==> src/rtl/hamming_byte_assembler.sv <==
// Packs the data nibbles of corrected Hamming (7,4) codewords into bytes, high nibble first,
// behind a single-entry valid/ready output register, with byte and integrity-error counters.
module hamming_byte_assembler #(
   parameter int CNT_W = 8,
   parameter int ERR_W = 4
) (
   input  logic             clk,
   input  logic             rst_n,
   input  logic [6:0]       code_in,
   input  logic             code_valid,
   output logic             code_ready,
   input  logic             align,
   output logic [7:0]       byte_data,
   output logic             byte_valid,
   input  logic             byte_ready,
   output logic [CNT_W-1:0] byte_count,
   output logic [ERR_W-1:0] chk_err_count
);

   typedef enum logic [0:0] {EXP_HIGH = 1'b0, EXP_LOW = 1'b1} state_t;

   localparam logic [CNT_W-1:0] CNT_ONE = {{(CNT_W-1){1'b0}}, 1'b1};
   localparam logic [ERR_W-1:0] ERR_ONE = {{(ERR_W-1){1'b0}}, 1'b1};
   localparam logic [ERR_W-1:0] ERR_MAX = {ERR_W{1'b1}};

   // Syndrome bits {s2,s1,s0}; bit 6 of the word is Hamming position 1
   function automatic logic [2:0] syndrome(input logic [6:0] c);
      syndrome = {c[3] ^ c[2] ^ c[1] ^ c[0],
                  c[5] ^ c[4] ^ c[1] ^ c[0],
                  c[6] ^ c[4] ^ c[2] ^ c[0]};
   endfunction

   state_t     state_r;
   state_t     state_nx_s;
   logic [3:0] hold_nib_r;
   logic [3:0] nib_s;
   logic [2:0] syn_s;
   logic       accept_s;
   logic       load_s;

   // Input handshake, nibble extraction and next-state decode
   always_comb begin
      nib_s      = {code_in[4], code_in[2], code_in[1], code_in[0]};
      syn_s      = syndrome(code_in);
      // a high nibble never touches the output register, so it may enter even while stalled
      code_ready = rst_n & ~align & ((state_r == EXP_HIGH) | ~byte_valid | byte_ready);
      accept_s   = code_valid & code_ready;
      load_s     = 1'b0;
      state_nx_s = state_r;
      if (align) begin
         state_nx_s = EXP_HIGH;
      end else if (accept_s) begin
         case (state_r)
            EXP_HIGH: state_nx_s = EXP_LOW;
            EXP_LOW: begin
               state_nx_s = EXP_HIGH;
               load_s     = 1'b1;
            end
            default: state_nx_s = EXP_HIGH;
         endcase
      end else begin
         state_nx_s = state_r;
      end
   end

   // State, held nibble, output register and counters
   always_ff @(posedge clk) begin
      if (!rst_n) begin
         state_r       <= EXP_HIGH;
         hold_nib_r    <= 4'h0;
         byte_data     <= 8'h00;
         byte_valid    <= 1'b0;
         byte_count    <= '0;
         chk_err_count <= '0;
      end else begin
         state_r <= state_nx_s;
         if (align) begin
            hold_nib_r <= 4'h0;
         end else if (accept_s && (state_r == EXP_HIGH)) begin
            hold_nib_r <= nib_s;
         end
         // a load in the same cycle as a transfer keeps valid high with the new byte
         if (load_s) begin
            byte_data  <= {hold_nib_r, nib_s};
            byte_valid <= 1'b1;
            byte_count <= byte_count + CNT_ONE;
         end else if (byte_ready) begin
            byte_valid <= 1'b0;
         end
         if (accept_s && (syn_s != 3'b000) && (chk_err_count != ERR_MAX)) begin
            chk_err_count <= chk_err_count + ERR_ONE;
         end
      end
   end

endmodule

==> config.mk <==
export PLATFORM = sky130hd
export DESIGN_NAME = hamming_byte_assembler
export DESIGN_NICKNAME = d
export VERILOG_FILES = /design/src/rtl/hamming_byte_assembler.sv
export SDC_FILE = /design/constraint.sdc
export NUM_CORES = 1
export LEC_CHECK = 0
export ABC_AREA = 1
export CAP_MARGIN = 10
export CORE_UTILIZATION = 45
export CTS_BUF_LIST = sky130_fd_sc_hd__clkbuf_2
export DETAILED_ROUTE_END_ITERATION = 8
export PLACE_DENSITY = 0.75
export SLEW_MARGIN = 20
export SYNTH_ARGS = -nofsm -noshare
export SYNTH_HDL_FRONTEND = slang
export SYNTH_SLANG_ARGS = --single-unit
==> constraint.sdc <==
create_clock -name clk -period 3.8 [get_ports clk]
set_input_delay 0.76 -clock clk [delete_from_list [all_inputs] [get_ports clk]]
set_output_delay 0.76 -clock clk [all_outputs]
set_load 0.03 [all_outputs]
* After elaboration in Yosys (flattened, before gate mapping)
Index checks and enable logic that the tools add are counted.
** Word-level totals
- Register bits :: 26
- Input bits :: 12
- Output and inout bits :: 22
- Logic and storage cells :: 39
** Operators by class
- Add/sub/neg operators :: 2
- Equality and inequality tests :: 1
- Mux-type cells :: 6
- Bitwise logic cells :: 18
- Reduce and logical (&&, ||, !) cells :: 6
** Operator list (count)
- 1-bit XOR :: 9
- 8-bit by 1-bit adder with 8-bit output, second input constant :: 1
- 1-bit 2-to-1 mux :: 5
- 4-bit by 1-bit adder with 4-bit output, second input constant :: 1
- 4-bit inequality test, second input constant :: 1
- 1-bit inverter :: 4
- 1-bit bitwise AND :: 3
- 1-bit logical AND :: 3
- 3-bit nonzero test :: 1
- 1-bit bitwise OR :: 2
- 1-bit case mux with 2 select lines :: 1
- 2-bit nonzero test :: 1
- 2-bit OR reduction :: 1

* Logic depth before layout (Yosys ltp)
Gate-level depths: netlist of the first run.
- Word-level depth :: 8
- Mapped depth :: 12
- Gate-level depth less buffers :: 12

* Worst setup path before layout of the first run
Ideal clock, no wire load.
- Path type :: input to output
- Start point :: input port align
- End point :: output port code_ready
- Arrival :: 1.408 ns
- Data required time :: 3.040 ns
- Setup slack :: 1.632 ns
- Cell stages on the path :: 3
- Buffers on the path :: 0
- Cells stage by stage :: inv_1 nand2_2 a31oi_1
** Between the ends
- Longest elaborated chain between the ends :: 3
** RTL lines
- from (decl) :: RTL line 12 : input logic align,
- 1-bit inverter :: RTL line 46 : code_ready = rst_n & ~align & ((state_r == EXP_HIGH) | ~byte_valid | byte_ready);
- 1-bit bitwise AND (2 in series) :: RTL line 46
- to (decl) :: RTL line 11 : output logic code_ready,
No other way between the ends.

* Worst setup path in the final report of the first run
- Start point :: input port rst_n
- End point :: output port code_ready
** Between the ends
- Longest elaborated chain between the ends :: 2
** RTL lines
- from (decl) :: RTL line 8 : input logic rst_n,
- 1-bit bitwise AND (2 in series) :: RTL line 46
No other way between the ends.

==> impl_metrics.tcl, run 1 <==
set metrics [dict create \
    status "finished, final reports clean" \
    drcViolationCount 0 \
    final_util 0.616 \
    path_max_fanout 11 \
    grtUsageTotal 0.183 \
    drv_cap 0 \
    post-route-min-period_ns 3.21 \
    clkTransAtPathRegs_ns 0.26 \
    endpoint_kind "output port" \
    required_ns 3.04 \
    fmax_mhz 312 \
    synthesis.area_um2 1290 \
    finalSetupTns_ns 0 \
    finalClockSkew_ns 0.0201 \
    rsz0062_at_grt "false" \
    die_h_um 55.5 \
    place.gp.congestion 0.748 \
    worstHoldStart "hold_nib_r[2]" \
    die_w_um 55.5 \
    p_per_area_nw_per_um2 307 \
    clockBufferDepth 2 \
    avgSynthCellArea_um2 7.87 \
    antenna_found_initial 0 \
    placed_cell_area_um2 1640 \
    fin_nets 213 \
    p_comb_frac 0.119 \
    switching_share 0.243 \
    portBuffers 33 \
    postRouteAntennaNets 0 \
    drive_gt1_frac 0.187 \
    synth.ff_latch_count 26 \
    cts_htree_levels 1 \
    p_int_uw 392 \
    cts_root_buf "clkbuf_2" \
    pre_cts_slack_ns 0.600 \
    ir_drop_mv 0.201 \
    setup_violations 0 \
    crit_arrival_ns 2.45 \
    whs_ns 0.479 \
    critPathLaunchType "input pin" \
    grt_pass1_wl_um 4490 \
    die_area_um2 3080 \
    leakagePower_nw 0.682 \
    cts_hold_buffers 0 \
    core_area_um2 2730 \
    finalCritPeriodShare 0.844 \
    fin_area_um2 1680 \
    rows 19 \
    routed_wirelength_um 2770 \
    power.total_uw 518 \
    synthToLayoutAreaGrowth_pct 30.6 \
    placed_cells 225 \
    rr_startpoint "byte_valid" \
    min_path_type "flip-flop to flip-flop" \
    cts_inserted_buffers 3 \
    grt_max_degree 18 \
    clkPwrFrac 0.342 \
    grt_pass1_vias 1064 \
    yosysSeqAreaShare 0.403 \
    p_sw_uw 126 \
    yosys_warnings 0 \
    hold_violations 0 \
    cts_resized 0 \
    clock_latency_ns 0.37 \
    startpoint "rst_n" \
    initial_core_util 0.472 \
    cts_tree "built" \
    max_slew_margin 0.688 \
    instances_no_fill 229 \
    path_class "input pin to output port" \
    num_io_pins 34 \
    grt_remaining_overflow 0 \
    synthDistinctLibCells 33 \
    final_common_cell "nand2_1" \
    final_cell_mix "nand2_1 (34), clkdlybuf4s50_1 (33), dfxtp_1 (26)" \
    drtIter0Drc 37 \
    post_cts_buffers 0 \
    avgRoutedWirePerCell_um 12.1 \
    slew_violations 0 \
    via_per_inst 5.28 \
    num_antenna_cells 0 \
    postSynthCellCount 164 \
    seqPwrFrac 0.539 \
    num_vias 1209 \
    cts_sinks 26 \
    worst_slew_pin_slew_ns 0.468 \
    place.detailed.hpwl_um 2140 \
    synth_fp_nets 178 \
    worst_slack_ns 0.593 \
    firstDrtPassIters 5 \
]
==> worst max-delay path, cell delays in order <==
cell	delay (ns)
clkdlybuf4s50_1	0.68
nand2_2	0.15
a31oi_1	0.16
clkdlybuf4s50_1	0.69
==> final cells by class <==
class,count,area [um2]
timing repair buffer,33,330
sequential,26,520
multi-input combinational,113,663
tap,31,38.8
fill,241,1050
clock buffer,3,15.0
clock inverter,1,30.0
inverter,22,86.3
==> power groups by stage <==
stage                     Combinational (mW)  Clock, mW  Sequential, mW
after floorplan                       0.0339          0           0.287
after global placement                0.0597          0           0.284
after detailed placement              0.0616          0           0.284
after CTS                             0.0619      0.178           0.279
after global routing                  0.0669      0.191           0.280
final                                 0.0615      0.177           0.279
==> per-layer routing <==
metal	track usage	part of all wire	routed length (um)	vias up
met5	0	0	0	-
met2	0.318	0.49	1360	40
met4	0.0929	0.018	51	0
li1	-	-	-	608
met3	0.0211	0.040	111	7
met1	0.220	0.45	1240	554
==> path summary, 6_finish.rpt <==
check                        to  slack [ns]  depth (start not counted)
setup / recovery     code_ready        0.59                          4
hold / removal     byte_data[6]        0.48                          2
setup reg to reg  byte_count[4]        2.34                          7
hold reg to reg    byte_data[6]        0.48                          2
==> Yosys cell counts <==
master | n | area, um2
buf_6 | 1 | 11.3
nand4_1 | 4 | 25.0
nand2_1 | 34 | 128
a21oi_1 | 19 | 95.1
clkbuf_2 | 1 | 5.00
o211ai_2 | 1 | 12.5
a21oi_2 | 5 | 43.8
and3_1 | 1 | 6.26
nand3_1 | 7 | 35.0
ha_1 | 2 | 25.0
nand3_4 | 1 | 17.5
nand2_2 | 8 | 50.1
nor2_2 | 3 | 18.8
inv_4 | 1 | 6.26
o211ai_1 | 1 | 7.51
nor2_1 | 4 | 15.0
nand4_4 | 1 | 21.3
inv_1 | 15 | 56.3
xnor2_1 | 1 | 8.76
dfxtp_1 | 26 | 521
nor3_2 | 2 | 20.0
o21ai_1 | 2 | 10.0
nand3_2 | 1 | 10.0
nand2_4 | 2 | 22.5
xor2_1 | 1 | 8.76
a31oi_1 | 2 | 12.5
clkbuf_1 | 1 | 3.75
a211oi_1 | 1 | 7.51
inv_2 | 5 | 18.8
nor3_1 | 1 | 5.00
clkinv_2 | 1 | 5.00
nor2_4 | 2 | 22.5
o21ai_0 | 7 | 35.0
==> registers in the layout, indices dropped and copies added (netlist names) <==
signal,flops
hold_nib_r,4
byte_count,8
byte_data,8
chk_err_count,4
state_r,1
byte_valid,1
==> logic make-up after synthesis <==
group           synth area share
fa+ha+maj                 0.0194
simple gates               0.307
xor+xnor                  0.0136
compound gates             0.174
buf+inv                   0.0824
flops                      0.403
Note: power is estimated with default switching activity, not from simulation.
==> run 2: changes to the inputs <==
Clock period 3.8 ns to 3.2 ns, I/O delays scaled along.
==> impl_metrics.tcl, run 2 (synthesized netlist as in run 1, its figures left out) <==
set metrics [dict create \
    finalClockSkew_ns 0.0247 \
    cts_tree "built" \
    drcViolationCount 0 \
    firstDrtPassIters 4 \
    crit_chain "clkdlybuf4s50_1, nand2_2, a31oi_1, clkdlybuf4s50_1" \
    place.gp.congestion 0.754 \
    initial_core_util 0.472 \
    clockBufferDepth 2 \
    min_path_type "flip-flop to flip-flop" \
    final_common_cell "nand2_1" \
    critPathSlowestCell "clkdlybuf4s50_1" \
    post_cts_buffers 0 \
    grt_remaining_overflow 0 \
    leakagePower_nw 0.687 \
    p_per_area_nw_per_um2 362 \
    postRouteAntennaNets 0 \
    slew_violations 0 \
    antenna_found_initial 0 \
    top_regs "byte_count (8), byte_data (8)" \
    startpoint "rst_n" \
    cts_htree_levels 1 \
    cp_common_cell "clkdlybuf4s50_1" \
    grt_max_degree 18 \
    whs_path_depth 2 \
    hold_path_end "byte_data[5]" \
    num_vias 1196 \
    worstHoldStart "hold_nib_r[1]" \
    crit_arrival_ns 2.08 \
    cts_hold_buffers 0 \
    rsz0062_at_grt "false" \
    path_max_fanout 5 \
    crit_buf_inv 2 \
    clock_latency_ns 0.36 \
    final_cell_mix "nand2_1 (34), clkdlybuf4s50_1 (33), dfxtp_1 (26)" \
    endpoint_kind "output port" \
    r2r_slack_ns 1.77 \
    critPathLaunchType "input pin" \
    die_h_um 55.5 \
    cts_inserted_buffers 3 \
    final_util 0.619 \
    post-route-min-period_ns 2.72 \
    grt_pass1_wl_um 4510 \
    num_antenna_cells 0 \
    cts_resized 0 \
    max_slew_margin 0.718 \
    grt_pass1_vias 1073 \
    r2r_end "chk_err_count[0]" \
    finalCritPeriodShare 0.849 \
    fillers 243 \
    rows 19 \
    finalSetupTns_ns 0 \
    core_area_um2 2730 \
    path_class "input pin to output port" \
    r2r_cells 6 \
    drive_gt1_frac 0.191 \
    num_io_pins 34 \
    cts_sinks 26 \
    worst_path_dominant_cell_family "buffers and inverters" \
    die_area_um2 3080 \
    power.total_uw 613 \
    setup_violations 0 \
    fmax_mhz 368 \
    via_per_inst 5.20 \
    die_w_um 55.5 \
    fin_nets 214 \
    portBuffers 33 \
    place.detailed.hpwl_um 2170 \
    drv_cap 0 \
    cts_root_buf "clkbuf_2" \
    worst_slew_pin_slew_ns 0.423 \
    cpPeakStageDelay_ns 0.69 \
    ir_drop_mv 0.241 \
    routed_wirelength_um 2700 \
    drtIter0Drc 28 \
    synthToLayoutAreaGrowth_pct 31.1 \
    grtUsageTotal 0.181 \
    avgRoutedWirePerCell_um 11.8 \
    status "finished, final reports clean" \
    hold_violations 0 \
    required_ns 2.56 \
    rr_startpoint "chk_err_count[0]" \
    clkTransAtPathRegs_ns 0.26 \
]
==> run 2: cell types whose count changed in the layout (fill, tap and decap cells not counted), sizes merged <==
cell / change
buf: +1
==> run 2: area by class of cell <==
| class | instances | area (um2) | area share |
|---|---|---|---|
| clock buffers | 3 | 15.0 | 0.00888 |
| flip-flops and latches | 26 | 520 | 0.308 |
| inverters | 22 | 86.3 | 0.0510 |
| repair buffers | 34 | 338 | 0.200 |
| multi-input cells | 113 | 663 | 0.392 |
| clock inverters | 1 | 30.0 | 0.0178 |
| well taps | 31 | 38.8 | 0.0229 |
==> run 2: layer usage <==
metal / up-vias / wire, um / track usage
met3: 8 / 99 / 0.0258
met5: - / 0 / 0
li1: 609 / - / -
met1: 547 / 1220 / 0.223
met2: 32 / 1320 / 0.305
met4: 0 / 65 / 0.0964
==> run 2: where the power goes <==
group	total, mW	switching (mW)	leakage (nW)	internal [mW]
clock network	0.207	0.0990	0.0266	0.108
logic	0.0746	0.0441	0.451	0.0305
registers	0.331	0.00311	0.210	0.328
total	0.613	0.146	0.687	0.466
==> run 2: worst max path at each step <==
stage	endpoint	slack, ns	cells past startpoint
after floorplan	code_ready	1.27	3
after global placement	code_ready	0.49	4
after detailed placement	code_ready	0.48	4
after CTS	code_ready	0.48	4
after global routing	code_ready	0.42	4
final	code_ready	0.48	4
==> run 2: through the flow <==
stage | area [um2] | hold WS [ns] | worst slack, ns | instances
after detailed placement | 1650 | 0.459 | 0.481 | 226
after floorplan | 1290 | 0.439 | 1.27 | 164
final | 1690 | 0.468 | 0.484 | 230
after global placement | 1650 | 0.452 | 0.495 | 226
after CTS | 1690 | 0.486 | 0.483 | 230
after global routing | 1690 | 0.506 | 0.423 | 230
==> run 2: worst min-delay path, stage by stage (launching register included) <==
cell and delay [ns]:
dfxtp_1 0.37, nand2_1 0.07, a21oi_1 0.06
